**config.mk**
```make
export PLATFORM = sky130hd
export DESIGN_NAME = psum_drain_fifo
export DESIGN_NICKNAME = d
export VERILOG_FILES = /design/src/rtl/cnn_pkg.sv /design/src/rtl/quant_relu_sat.sv /design/src/rtl/psum_drain_fifo.sv
export SDC_FILE = /design/constraint.sdc
export NUM_CORES = 1
export LEC_CHECK = 0
export ABC_CLOCK_PERIOD_IN_PS = 5100
export CORE_ASPECT_RATIO = 0.9
export CORE_MARGIN = 3
export CORE_UTILIZATION = 40
export DETAILED_ROUTE_END_ITERATION = 7
export SYNTH_ARGS = -nofsm -noshare
export SYNTH_HDL_FRONTEND = slang
export SYNTH_SLANG_ARGS = --single-unit
```
**constraint.sdc**
```tcl
create_clock -name w_clk -period 5.1 [get_ports w_clk]
set_input_delay 0.765 -clock w_clk [delete_from_list [all_inputs] [get_ports w_clk]]
set_output_delay 0.765 -clock w_clk [all_outputs]
set_load 0.01 [all_outputs]
```
**src/rtl/cnn_pkg.sv**
```systemverilog
// Shared definitions for the CNN datapath: default widths, saturation
// limit helpers and the drain serialiser state encoding.
`timescale 1ns/1ps
package cnn_pkg;

  localparam int ACC_W_DEF  = 16;
  localparam int DATA_W_DEF = 8;

  // Largest value representable in a signed dw-bit word.
  function automatic int sat_max(input int dw);
    return (1 << (dw - 1)) - 1;
  endfunction

  // Smallest value representable in a signed dw-bit word.
  function automatic int sat_min(input int dw);
    return -(1 << (dw - 1));
  endfunction

  typedef enum logic {
    ST_IDLE   = 1'b0,
    ST_SERIAL = 1'b1
  } drain_state_e;

endpackage

```
**src/rtl/quant_relu_sat.sv**
```systemverilog
// Combinational quantiser: arithmetic right shift, optional ReLU, then
// saturation of the ACC_W-bit result into a signed DATA_W-bit word.
`timescale 1ns/1ps
module quant_relu_sat
  import cnn_pkg::*;
#(
  parameter int ACC_W  = ACC_W_DEF,
  parameter int DATA_W = DATA_W_DEF
) (
  input  logic signed [ACC_W-1:0]  i_acc,
  input  logic        [3:0]        i_shift,
  input  logic                     i_relu_en,
  output logic signed [DATA_W-1:0] o_q
);

  localparam logic signed [ACC_W-1:0] LIM_MAX = ACC_W'(sat_max(DATA_W));
  localparam logic signed [ACC_W-1:0] LIM_MIN = ACC_W'(sat_min(DATA_W));

  logic signed [ACC_W-1:0] w_shifted;
  logic signed [ACC_W-1:0] w_relu;

  // Shift keeps the sign; ReLU clamps before the range check so a clamped
  // value can never saturate low.
  always_comb begin
    w_shifted = i_acc >>> i_shift;
    w_relu    = (i_relu_en && (w_shifted < 0)) ? '0 : w_shifted;
    if (w_relu > LIM_MAX) begin
      o_q = LIM_MAX[DATA_W-1:0];
    end else if (w_relu < LIM_MIN) begin
      o_q = LIM_MIN[DATA_W-1:0];
    end else begin
      o_q = w_relu[DATA_W-1:0];
    end
  end

endmodule

```
**src/rtl/psum_drain_fifo.sv**
```systemverilog
// Drain stage between the systolic array and output_fill1: captures one
// row of accumulators, quantises and serialises it one column per cycle
// into a circular FIFO that the downstream stage pops.
`timescale 1ns/1ps
module psum_drain_fifo
  import cnn_pkg::*;
#(
  parameter int ACC_W    = ACC_W_DEF,
  parameter int DATA_W   = DATA_W_DEF,
  parameter int NUM_COLS = 4,
  parameter int DEPTH    = 16,
  parameter int AW       = $clog2(DEPTH)
) (
  input  logic                      w_clk,
  input  logic                      reset,
  input  logic                      enable,
  input  logic                      relu_en,
  input  logic [3:0]                shift,
  input  logic                      drain_valid,
  input  logic [NUM_COLS*ACC_W-1:0] drain_data,
  output logic                      drain_ready,
  input  logic                      read_enable,
  output logic [DATA_W-1:0]         rd_data,
  output logic                      rd_valid,
  output logic                      is_empty,
  output logic                      is_full,
  output logic [AW:0]               count
);

  localparam int            CW       = (NUM_COLS > 1) ? $clog2(NUM_COLS) : 1;
  localparam logic [CW-1:0] LAST_COL = CW'(NUM_COLS - 1);
  localparam logic [AW:0]   FULL_CNT = (AW + 1)'(DEPTH);

  drain_state_e            r_state;
  logic [CW-1:0]           r_col_idx;
  logic signed [ACC_W-1:0] r_row [NUM_COLS];
  logic signed [ACC_W-1:0] w_col [NUM_COLS];

  logic [DATA_W-1:0]       r_mem [DEPTH];
  logic [AW-1:0]           r_wr_ptr;
  logic [AW-1:0]           r_rd_ptr;
  logic [AW:0]             r_count;
  logic [AW:0]             w_count_next;
  logic                    r_empty;
  logic                    r_full;
  logic                    r_rd_valid;
  logic [DATA_W-1:0]       r_rd_data;

  logic                    w_capture;
  logic                    w_push;
  logic                    w_pop;
  logic signed [DATA_W-1:0] w_q;

  // Unpack the flat drain bus, column 0 in the LSBs.
  generate
    for (genvar gi = 0; gi < NUM_COLS; gi++) begin : g_unpack
      assign w_col[gi] = drain_data[gi*ACC_W +: ACC_W];
    end
  endgenerate

  // Ready is gated by reset so nothing is offered while the block is held.
  assign drain_ready = reset && (r_state == ST_IDLE) && enable;
  assign w_capture   = drain_ready && drain_valid;
  // Full is the pre-edge flag, so a same-cycle pop never frees a slot early.
  assign w_push      = reset && (r_state == ST_SERIAL) && enable && !r_full;
  assign w_pop       = reset && read_enable && !r_empty;

  quant_relu_sat #(
    .ACC_W  (ACC_W),
    .DATA_W (DATA_W)
  ) u_quant (
    .i_acc     (r_row[r_col_idx]),
    .i_shift   (shift),
    .i_relu_en (relu_en),
    .o_q       (w_q)
  );

  // Serialiser FSM: capture a row in IDLE, push one column per enabled
  // non-full cycle in SERIAL, return to IDLE after the last column.
  always_ff @(posedge w_clk) begin
    if (!reset) begin
      r_state   <= ST_IDLE;
      r_col_idx <= '0;
    end else begin
      case (r_state)
        ST_IDLE: begin
          if (w_capture) begin
            r_col_idx <= '0;
            r_state   <= ST_SERIAL;
          end
        end
        ST_SERIAL: begin
          if (w_push) begin
            if (r_col_idx == LAST_COL) begin
              r_col_idx <= '0;
              r_state   <= ST_IDLE;
            end else begin
              r_col_idx <= r_col_idx + CW'(1);
            end
          end
        end
        default: begin
          r_state   <= ST_IDLE;
          r_col_idx <= '0;
        end
      endcase
    end
  end

  // Row holding register; contents are only meaningful while SERIAL.
  always_ff @(posedge w_clk) begin
    if (w_capture) begin
      for (int c = 0; c < NUM_COLS; c++) begin
        r_row[c] <= w_col[c];
      end
    end
  end

  // FIFO storage write port.
  always_ff @(posedge w_clk) begin
    if (w_push) begin
      r_mem[r_wr_ptr] <= w_q;
    end
  end

  // Occupancy after this edge, used to register the status flags.
  always_comb begin
    w_count_next = r_count;
    case ({w_push, w_pop})
      2'b10:   w_count_next = r_count + 1'b1;
      2'b01:   w_count_next = r_count - 1'b1;
      default: w_count_next = r_count;
    endcase
  end

  // Pointers, occupancy, status flags and the registered read port.
  always_ff @(posedge w_clk) begin
    if (!reset) begin
      r_wr_ptr   <= '0;
      r_rd_ptr   <= '0;
      r_count    <= '0;
      r_empty    <= 1'b1;
      r_full     <= 1'b0;
      r_rd_valid <= 1'b0;
      r_rd_data  <= '0;
    end else begin
      if (w_push) begin
        r_wr_ptr <= r_wr_ptr + 1'b1;
      end
      if (w_pop) begin
        r_rd_ptr  <= r_rd_ptr + 1'b1;
        r_rd_data <= r_mem[r_rd_ptr];
      end
      r_rd_valid <= w_pop;
      r_count    <= w_count_next;
      r_empty    <= (w_count_next == '0);
      r_full     <= (w_count_next == FULL_CNT);
    end
  end

  assign rd_data  = r_rd_data;
  assign rd_valid = r_rd_valid;
  assign is_empty = r_empty;
  assign is_full  = r_full;
  assign count    = r_count;

endmodule

```
==> results.txt, run 1 <==
- In the finished design, the share of the clock period the worst path needs comes to 0.7799.
- After filler insertion, the fill cell instance count of the layout stands at 1,956.
* Fraction of registers with async set or reset after synthesis: 0
* Hold Path Stages: 2
* Endpoints failing setup: 0
- Gates resized during post-CTS repair numbered 0.
- Across all setup checks in the final design, the least slack found is 1123 ps.
* Arrival time of the worst setup path: slightly above 4000 ps
* Kind of path behind the tightest hold check: flop to flop
* Total Nets Final: around 780
- Slowest Stage Delay on Critical Path: 780 ps
* Maximum achievable frequency: 0.2514 GHz
* Total power per unit cell area: 333.6 nW/um^2
* Number of buffers on the longest clock path: 3
- Largest net degree at the start of global routing: 67
* Setup crit start kind: primary input
* Port Buffers: 90
* Nature of the critical path endpoint: flop
- Detailed-route wire length: 21,130 um
- Clock Pin Slew Worst Setup and Hold Paths: 60 ps
- The worst hold path terminates at rd_data[6].
- DR WL/cell: roughly 21 um
- Sorting the synthesized cells by area gives the leading types as edfxtp_1 59%, mux4_2 13%, dfxtp_1 5.9%.
- Measured in cells, the most critical reg-to-reg path has a length of 7.
- Dividing the detail-routed via count by the number of cells gives ~5.7.
- In the final timing run, aggregate negative setup slack is 0 ps.
* Unrepaired setup endpoints after global routing: false
* Antenna Nets Post-Route: 0
- In this run, post-CTS hold repair placed 0 buffers.
- In this run the register-to-register setup slack is around 1100 ps.
- The number of hold violations in the final report came to 0.
- After floorplanning, the core was divided into 53 placement rows.
- Synth warnings: 0
- The slowest stage of the critical path is the o21ai_1 cell.
* Number of detailed-routing iterations run before antenna repair: 5
- Gate count after technology mapping: 601
- Detailed router's first-iteration violation count: about 420
- Traced cell by cell, the critical path runs through clkdlybuf4s50_1 > inv_1 > mux4_2 > or4b_2 > o41ai_1 > a211oi_1 > o41a_1 > o21ai_1.
- Antenna violations before repair: 0
- Post-Synthesis Cell Area: roughly 10000 um^2
- In the final layout, the share of cells above drive strength 1 is 0.1830.
- Top FF cell, synth: edfxtp_1
- Pre-CTS setup slack: 173.0 ps
- The share of synthesized area in the top cell type comes to 0.5855.
- Measured along the x axis, the die boundary spans 171.4 um.
- Vias after detailed routing: between 5,000 and 6,000
- The number of global-route vias before repair was 5,907.
- Global routing usage summed across all routing layers: 0.1596
- Across the VDD grid, the largest voltage drop is 221.1 uV.
- Setup Skew: 8.352 ps
* Residual overflow from global routing: 0
- Yosys mapped a number of flops with a built-in enable equal to 192.
* Post-DP HPWL: 14,320 um
* Most repeated cell in the gate-level netlist after synthesis: edfxtp_1
* FF+latch count, synth: 221
- Total nets after synthesis: 686
- In this run the clock root is driven by a clkbuf_16.
- In this run the number of H-tree levels came out at 1.
- Startpoint of the tightest hold check path: rd_data[6]
- The final-report max-slew violation count came to 0.
- Min Clock Period, post-route: 3977 ps
- Synthesis-to-layout area growth: 20.93%
- Core outline area: ~24,000 um^2
- The synthesized netlist contains 55 unique library cells.
* Residual DRC: 0
- Clock latency on the worst-skew pair, taken at its later pin, is around 500 ps.
- The flow ran to the end, and the final reports show no timing, DRC or antenna violations.
* CTS Buf Count: 23
- Register area share after synthesis: 0.6445
- Effective utilization at floorplan: 0.4136
- Data on the critical path is required at its endpoint by 5270 ps.
- The worst setup path is of the primary input to flop kind.
- Per-instance average area after synthesis: 16.38 um^2
* Inserted Diodes: 0
* Total setup buffers inserted after CTS: 0
* Final weighted congestion in routability-driven placement: 0.9411
- Cell accounting for the most synthesized area: edfxtp_1
* Total I/O pin count: 91
- Sorting the synthesized cells by how often they occur yields 192 x edfxtp_1, 57 x mux4_2, 45 x nand2_1.
* Floorplan die height: 154.8 um
* Clock tree from TritonCTS: done
* Worst r2r dst: r_mem[0][6]
- Along the worst path, the maximum fanout reaches 16.
- Reported max-cap violation count: 0
* Floorplan die area: 26,540 um^2
- Clock sink count: 221
- Measured against its own limit, the worst slew margin works out to 0.1677.
- At the pin with the least slew margin, the transition time is 1244 ps.
* First-pass GRT wire length: ~33,000 um
* Leakage power total: 3.910 nW
[cell type report]
class	instances	area, um^2	share of cell area
flip-flops and latches	221	6350	0.5333
multi-input cells	334	3309	0.2779
repair buffers	109	1039	0.08721
clock buffers	28	594.3	0.04991
well taps	302	377.9	0.03173
clock inverters	14	200.2	0.01681
inverters	10	37.54	0.003152
[critical path, delay by kind of cell]
family	cells	cell delay (ps)
AO/OA/AOI/OAI	4	1420
buffers and inverters	2	990
multiplexers	1	360
AND/OR/NAND/NOR	1	620
[layout by cell type (no fill, tap or decap), types with 3 or more instances in the layout]
| cell type | count |
|---|---|
| nor3b_1 | 3 |
| o211ai_1 | 3 |
| nand3_1 | 5 |
| nand2_1 | 45 |
| a31oi_1 | 5 |
| clkinv_2 | 3 |
| nand2b_1 | 5 |
| nor2_1 | 34 |
| nor2b_1 | 9 |
| dfxtp_1 | 26 |
| mux2_2 | 12 |
| a22oi_1 | 4 |
| ha_1 | 10 |
| a21o_1 | 4 |
| clkbuf_1 | 5 |
| mux2i_1 | 31 |
| clkbuf_16 | 23 |
| clkinv_1 | 5 |
| a21oi_1 | 8 |
| mux4_2 | 57 |
| inv_1 | 7 |
| and2_1 | 10 |
| bufinv_16 | 5 |
| dfxtp_2 | 3 |
| o21ai_0 | 8 |
| a221oi_1 | 5 |
| clkdlybuf4s50_1 | 89 |
| and3_1 | 3 |
| nand4_1 | 3 |
| buf_4 | 19 |
| mux4_1 | 7 |
| o21ai_1 | 4 |
| xnor2_1 | 8 |
| a21boi_0 | 14 |
| nor3_1 | 8 |
| edfxtp_1 | 192 |
[per-stage QoR]
step           hold slack [ps]  cells  instance area [um^2]    util  power (mW)
2_1_floorplan            464.2    601                  9847       -       2.162
3_3_place_gp             449.3    976                 11110  0.4668       2.262
3_5_place_dp             462.8    976                 11110  0.4668       2.269
4_1_cts                  471.1   1018                 11910  0.5002       4.014
5_1_grt                  480.9   1018                 11910  0.5002       4.114
6_report                 464.0   1018                 11910  0.5002       3.973
[flip-flops by register name (all words and copies together) (netlist names), named ones only]
register / count
r_row: 64
r_col_idx: 2
r_state: 1
is_empty: 1
rd_valid: 1
rd_data: 8
r_mem: 128
count: 5
r_wr_ptr: 4
r_rd_ptr: 4
is_full: 1
[power breakdown]
part	total [mW]	internal, mW	switching [mW]
registers	2.01	2.00	0.0129
logic	0.221	0.115	0.107
clock network	1.74	1.08	0.658
total	3.97	3.20	0.777
[cell families (layout without fill, tap and decap cells)]
kind of cell    after synthesis  in the layout  synth area share
compound gates               78             78           0.05756
xor+xnor                     10             10          0.008895
fa+ha+maj                    11             11           0.01474
buf+inv                      46            161           0.01957
flops                       221            221            0.6445
mux                         107            107            0.1943
simple gates                128            128           0.06048
[metal layers]
metal,part of all wire,track usage,vias up
li1,-,-,2595
met1,0.43,0.2266,2891
met2,0.48,0.2559,231
met3,0.068,0.03194,38
met4,0.023,0.03831,0
met5,0,0,-
[worst max-delay path by stage]
stage,endpoint,from,depth (start not counted)
2_1_floorplan,r_mem[0][1],shift[1],9
3_3_place_gp,r_mem[12][0],shift[1],8
3_5_place_dp,r_mem[0][4],shift[1],8
4_1_cts,r_mem[1][4],flop,7
5_1_grt,r_mem[1][4],flop,7
6_report,r_mem[12][0],shift[1],8
(Power assumes the default switching activity.)
==> inputs of run 2 (changes only) <==
ABC_CLOCK_PERIOD_IN_PS = 4110   (was 5100)
clock period = 4.11 ns   (was 5.1 ns; I/O delays follow)
==> run 2 against run 1 <==
  * Die area is the same
  * Power increased by 19%
  * Via count is 0.52% lower
  * Critical endpoint is now r_mem[8][2]
  * Core utilization grew 0.32 points
  * Highest routed layer unchanged
  * Routed wire length grew 1.5%
  * Largest cell class unchanged
==> results.txt, run 2 (synthesis results as in run 1) <==
* CP Max Fanout: 18
- Most common library cell in the layout ignoring fill and taps: edfxtp_1
- Floorplan die height: 154.8 um
* Antenna violations before repair: 0
* Global routing usage summed across all routing layers: 0.1632
- For this configuration, the core starts out at a cell density of 0.4136.
- Adding up every negative setup slack in the final design gives 0 ps.
* Kind of path behind the tightest hold check: flop to flop
- Core utilization of the finished layout: 0.5034
- Max-cap violations in this run came to 0.
- Clock sink count: 221
- After layout, the design draws a total of 4.732 mW.
* Post-detailed-placement cell area: 11,250 um^2
- Setup Skew: 21.41 ps
- Dividing total power by cell area gives a power density of 394.9 nW/um^2.
* Floorplan die area: between 20,000 and 30,000 um^2
- Total setup buffers inserted after CTS: 0
- Clock tree from TritonCTS: done
* Maximum achievable frequency: 0.2819 GHz
* Min Clock Period, post-route: roughly 3500 ps
* Residual overflow from global routing: 0
- Worst Hold Slack: 461.1 ps
* Port Buffers: 90
- Dividing the final minimum period by the clock period gives 0.8632.
* Detailed-route wire length: 21,440 um
* Number of buffers on the longest clock path: 3
- For this design, the slowest cell found on the critical path is dfxtp_2.
* Vias in the first global route: 5,812
- Setup repair after global routing left no endpoint under its margin.
- The worst setup path is launched from a flop.
* Result of the run: complete, no violations
- The repair_antennas step left the layout with diodes totalling 0.
- Buffers inserted during clock tree synthesis total 25.
- Detail-routed via count per cell: 5.510
* Max Slew Vio Count: 0
- Multi-input gate area: between 3000 and 4000 um^2
* Final std cell area, no fill: 11,980 um^2
- The largest single stage delay on the critical path is 620 ps.
- Routability-driven placement finished with a final weighted congestion of between 0.8 and 0.9.
* Number of detailed-routing iterations run before antenna repair: 6
* Leakage power total: 3.978 nW
- After detailed routing, the average wire length per cell comes to 20.64 um.
* CTS hold repair buffers: 0
- Worst Max-Slew Pin Slew: 1163 ps
* Core outline area: 23,810 um^2
- First-pass GRT wire length: approximately 34,000 um
- Of the cells placed in the final design, the portion with a size suffix greater than 1 is 0.1995.
- Residual DRC: 0
* Detailed router's first-iteration violation count: 438
- Clock Pin Slew Worst Setup and Hold Paths: 60 ps
* Arrival time of the worst setup path: 3800 ps
- Relative to the synthesized area, the layout overhead comes to 21.70%.
* Type of the worst setup path: flop to flop
- Maximum vdd drop: 228.2 uV
- For the worst-skew pair, the clock arrives at the later sink with an insertion delay of 510 ps.
- Post-DP HPWL: 14,620 um
* Hold violation total from the final report: 0
* Antenna Nets Post-Route: 0
- In the layout the commonest cells are 192 x edfxtp_1, 89 x clkdlybuf4s50_1, 57 x mux4_2.
- Largest register by flop count: r_mem
- Cell row count: 53
* Endpoints failing setup: 0
- Detailed routing inserted a total of 5,725 vias.
- The floorplan step set the die width to 171.4 um.
- Nature of the critical path endpoint: flop
* Count of filler cells inserted in the layout: 1,956
- Sequential Area: roughly 6300 um^2
- Measured against its own limit, the worst slew margin works out to 0.2221.
* Total I/O pin count: 91
* Reg2reg setup slack: 560 ps
- Maximum level of the CTS H-tree: 1
* CTS Root Buffer Type: clkbuf_16
* Total Nets Final: 803
- The register with the most flip-flops in the layout has ~130 of them.
* Number of cells upsized or downsized after cts: 0
- Entering global routing, the biggest net connects 43 pins.
- Required time of the critical path: roughly 4400 ps
- Walking the worst path, the cells encountered are mux2_2 > mux4_2 > a211o_1 > or4_1 > o32a_1 > o211ai_2 > a21boi_0 > buf_4.
[run 2: metrics by stage]
step	setup WS [ps]	std cells
6_report	562.2	1039
5_1_grt	426.4	1039
4_1_cts	551.6	1039
3_5_place_dp	332.1	993
3_3_place_gp	375.9	993
2_1_floorplan	650.9	601
[run 2: path summary, 6_finish.rpt]
check | start | cells past startpoint | end
setup / recovery | flop | 8 | r_mem[8][2]
hold reg to reg | rd_data[0] | 2 | rd_data[0]
setup reg to reg | flop | 8 | r_mem[8][2]
hold / removal | rd_data[0] | 2 | rd_data[0]
[run 2: power by group]
group	switching, mW	leakage [nW]	internal (mW)
Clock	0.836	0.357	1.12
Combinational	0.133	1.64	0.147
Sequential	0.0156	1.98	2.48
Total	0.984	3.98	3.75
[run 2: cell type report]
type | instances | area share
clock inverters | 15 | 0.006891
multi-input cells | 334 | 0.2762
inverters | 10 | 0.003132
flip-flops and latches | 221 | 0.5299
well taps | 302 | 0.03153
repair buffers | 126 | 0.09835
clock buffers | 31 | 0.05408
[run 2: critical path, delay by kind of cell, from the launching register on]
family / cells / cell delay [ps]
muxes: 2 / 950
and+or+nand+nor: 1 / 510
AOI/OAI and AO/OA: 4 / 970
DFF: 1 / 620
buffers and inverters: 1 / 230
[run 2: metal layers]
| layer | global-route usage | vias to the layer above | wire, um |
|---|---|---|---|
| met1 | 0.2372 | 2894 | 9746 |
| met4 | 0.03027 | 0 | 327 |
| met2 | 0.2640 | 172 | 10350 |
| met3 | 0.02734 | 26 | 1021 |
| li1 | - | 2633 | - |
| met5 | 0 | - | 0 |
==> inputs of run 3 (changes only) <==
CORE_MARGIN = 1   (was 3)
==> run 3 against run 2 <==
  * First-iteration DRC count is 23% lower
  * Critical endpoint is now r_mem[12][6]
  * Power barely moved
  * Sequential cell count is the same
  * Critical path type unchanged
  * Die area is 4.9% lower
  * Maximum frequency rose by 1.5%
  * Cell count rose by 0.58%
  * Final area barely moved
  * Sequential power about the same
  * Register-to-register slack gained 50 ps
  * Non-clock buffer count increased by 2
  * Sequential share of layout area hardly changed
  * Core utilization is 0.78 points lower
==> results.txt, run 3 (synthesis results as in run 1) <==
- Detail-routed via count per cell: 5.500
* Pre-CTS setup slack: 225.5 ps
- DR WL/cell: between 20 and 25 um
- In this run the deepest clock path goes through 3 buffers.
- Kind of path behind the tightest hold check: flop to flop
- For this run, the number of standard cells in the final layout without fillers is 1,045.
* Antenna violations before repair: 0
- Part of the total power dissipated in sequential elements: 0.528
- CTS Root Buffer Type: clkbuf_16
* Flip-flop count of the largest register after layout: around 130
- Core utilization of the finished layout: 0.4956
- The final-report max-slew violation count came to 0.
* Detailed router's first-iteration violation count: 339
- Entering global routing, the biggest net connects 43 pins.
- Headroom to the max-slew limit: 0.1701
* Final std cell area, no fill: between 10,000 and 15,000 um^2
- The internal power of the cells totals 3.742 mW.
- Once detail routing completed, the nets flagged for antenna violations numbered 0.
- The critical path in this run is classified as flop to flop.
* Hold violation total from the final report: 0
- Number of cells upsized or downsized after cts: 0
- The wire-length estimate of the detail-placed layout is between 10,000 and 15,000 um.
* Power dissipated by switching net loads: 987.0 uW
* Required time of the critical path: 4370 ps
- Result of the run: complete, no violations
- Final setup TNS: 0 ps
* Worst Hold Slack: between 400 and 500 ps
- The clock reaches the later pin of the worst-skew pair after 520 ps.
- Floorplan die height: approximately 150 um
- Arrival time of the worst setup path: 3750 ps
- Largest register by flop count: r_mem
- CTS saw between 200 and 250 sinks.
- The first global-routing pass estimated between 30,000 and 40,000 um of wire.
- Global routing usage summed across all routing layers: 0.1720
- 0 antenna diodes ended up in the layout.
* Most common library cell in the layout ignoring fill and taps: edfxtp_1
- Clock skew on the completed layout was measured at roughly 16 ps.
* Part of the power in combinational logic: 0.059
* Core outline area: 24,190 um^2
* Number of detailed-routing iterations run before antenna repair: 4
- Endpoints failing setup: 0
* Maximum achievable frequency: around 0.29 GHz
- Port Buffers: 90
- Summed over all cells, the static leakage comes to 3.976 nW.
* Count of filler cells inserted in the layout: 2,044
- Die width: roughly 170 um
* Residual overflow from global routing: 0
* Setup ws final: 614.2 ps
- Proportion of layout cells with a drive suffix above 1: 0.2022
- The die covers 25,250 um^2.
- Summed over all layers, the routed wires come to between 20,000 and 25,000 um.
* Final weighted congestion in routability-driven placement: 0.8713
- Setup repair after global routing left no endpoint under its margin.
* Residual DRC: 0
- Number of placed instances, taps included: ~1,000
- The worst setup path is captured at a flop.
- Across the run, the number of max-cap violations was 0.
* Synthesis-to-layout area growth: 21.74%
- Portion of the clock cycle consumed by the worst path in the final layout: 0.8506
- In the layout the commonest cells are 192 x edfxtp_1, 89 x clkdlybuf4s50_1, 57 x mux4_2.
- Across the VDD grid, the largest voltage drop is between 300 and 400 uV.
* CTS hold repair buffers: 0
* CP Max Fanout: 16
- Once placement finished, the instance area stood at ~11,000 um^2.
* Clock tree from TritonCTS: done
- Switch share: 0.2087
- The number of setup buffers added after CTS is 0.
* Multi-input gate area: 3309 um^2
- Total I/O pin count: 91
* Clock Pin Slew Worst Setup and Hold Paths: 60 ps
* Cell row count: between 50 and 60
- Maximum level of the CTS H-tree: 1
* CTS Buf Count: 24
- Sequential Area: roughly 6300 um^2
- Summing internal, switching and leakage power gives 4.729 mW.
* Total power per unit cell area: 394.5 nW/um^2
* Fraction of power consumed by the clock network: 0.413
* Vias after detailed routing: 5,748
- The initial utilization of the core area, before any placement, comes to 0.4071.
- The clock period could shrink to 3496 ps.
- Vias in the first global route: 5,801
* Setup crit start kind: flop
* Total Nets Final: 804
- At the pin with the least slew margin, the transition time is between 1000 and 1500 ps.
==> run 3: worst paths after layout <==
check / startpoint / to / slack, ps / cells after the start
min: rd_data[5] / rd_data[5] / 460 / 2
min reg2reg: rd_data[5] / rd_data[5] / 460 / 2
max: flop / r_mem[12][6] / 610 / 8
max reg2reg: flop / r_mem[12][6] / 610 / 8
==> run 3: power groups by stage <==
stage / Combinational [mW] / Sequential, mW / Clock (mW)
finish: 0.279 / 2.49 / 1.96
global route: 0.302 / 2.50 / 2.09
CTS: 0.281 / 2.49 / 2.01
detailed placement: 0.279 / 2.54 / 0
global placement: 0.273 / 2.54 / 0
floorplan: 0.147 / 2.54 / 0
==> run 3: layout make-up <==
class / count / share of cell area
flip-flops and latches: 221 / 0.5297
multi-input cells: 334 / 0.2761
clock inverters: 11 / 0.005845
well taps: 308 / 0.03215
inverters: 10 / 0.003131
repair buffers: 128 / 0.09853
clock buffers: 33 / 0.05459
==> run 3: per-layer routing <==
metal  vias up  routed length, um  GRT usage
li1       2634                  -          -
met2       176              10620     0.2948
met4         0                446    0.04725
met5         -                  0          0
met3        38               1035    0.03136
met1      2900               9251     0.2262
==> run 3: worst max-delay path, stage by stage, from the launching register on <==
cell and delay (ps):
dfxtp_2 560, mux2_2 420, mux4_2 510, a211o_1 320, or4_1 520, o32a_1 190, o211ai_2 260, o21ai_0 210
buf_4 230
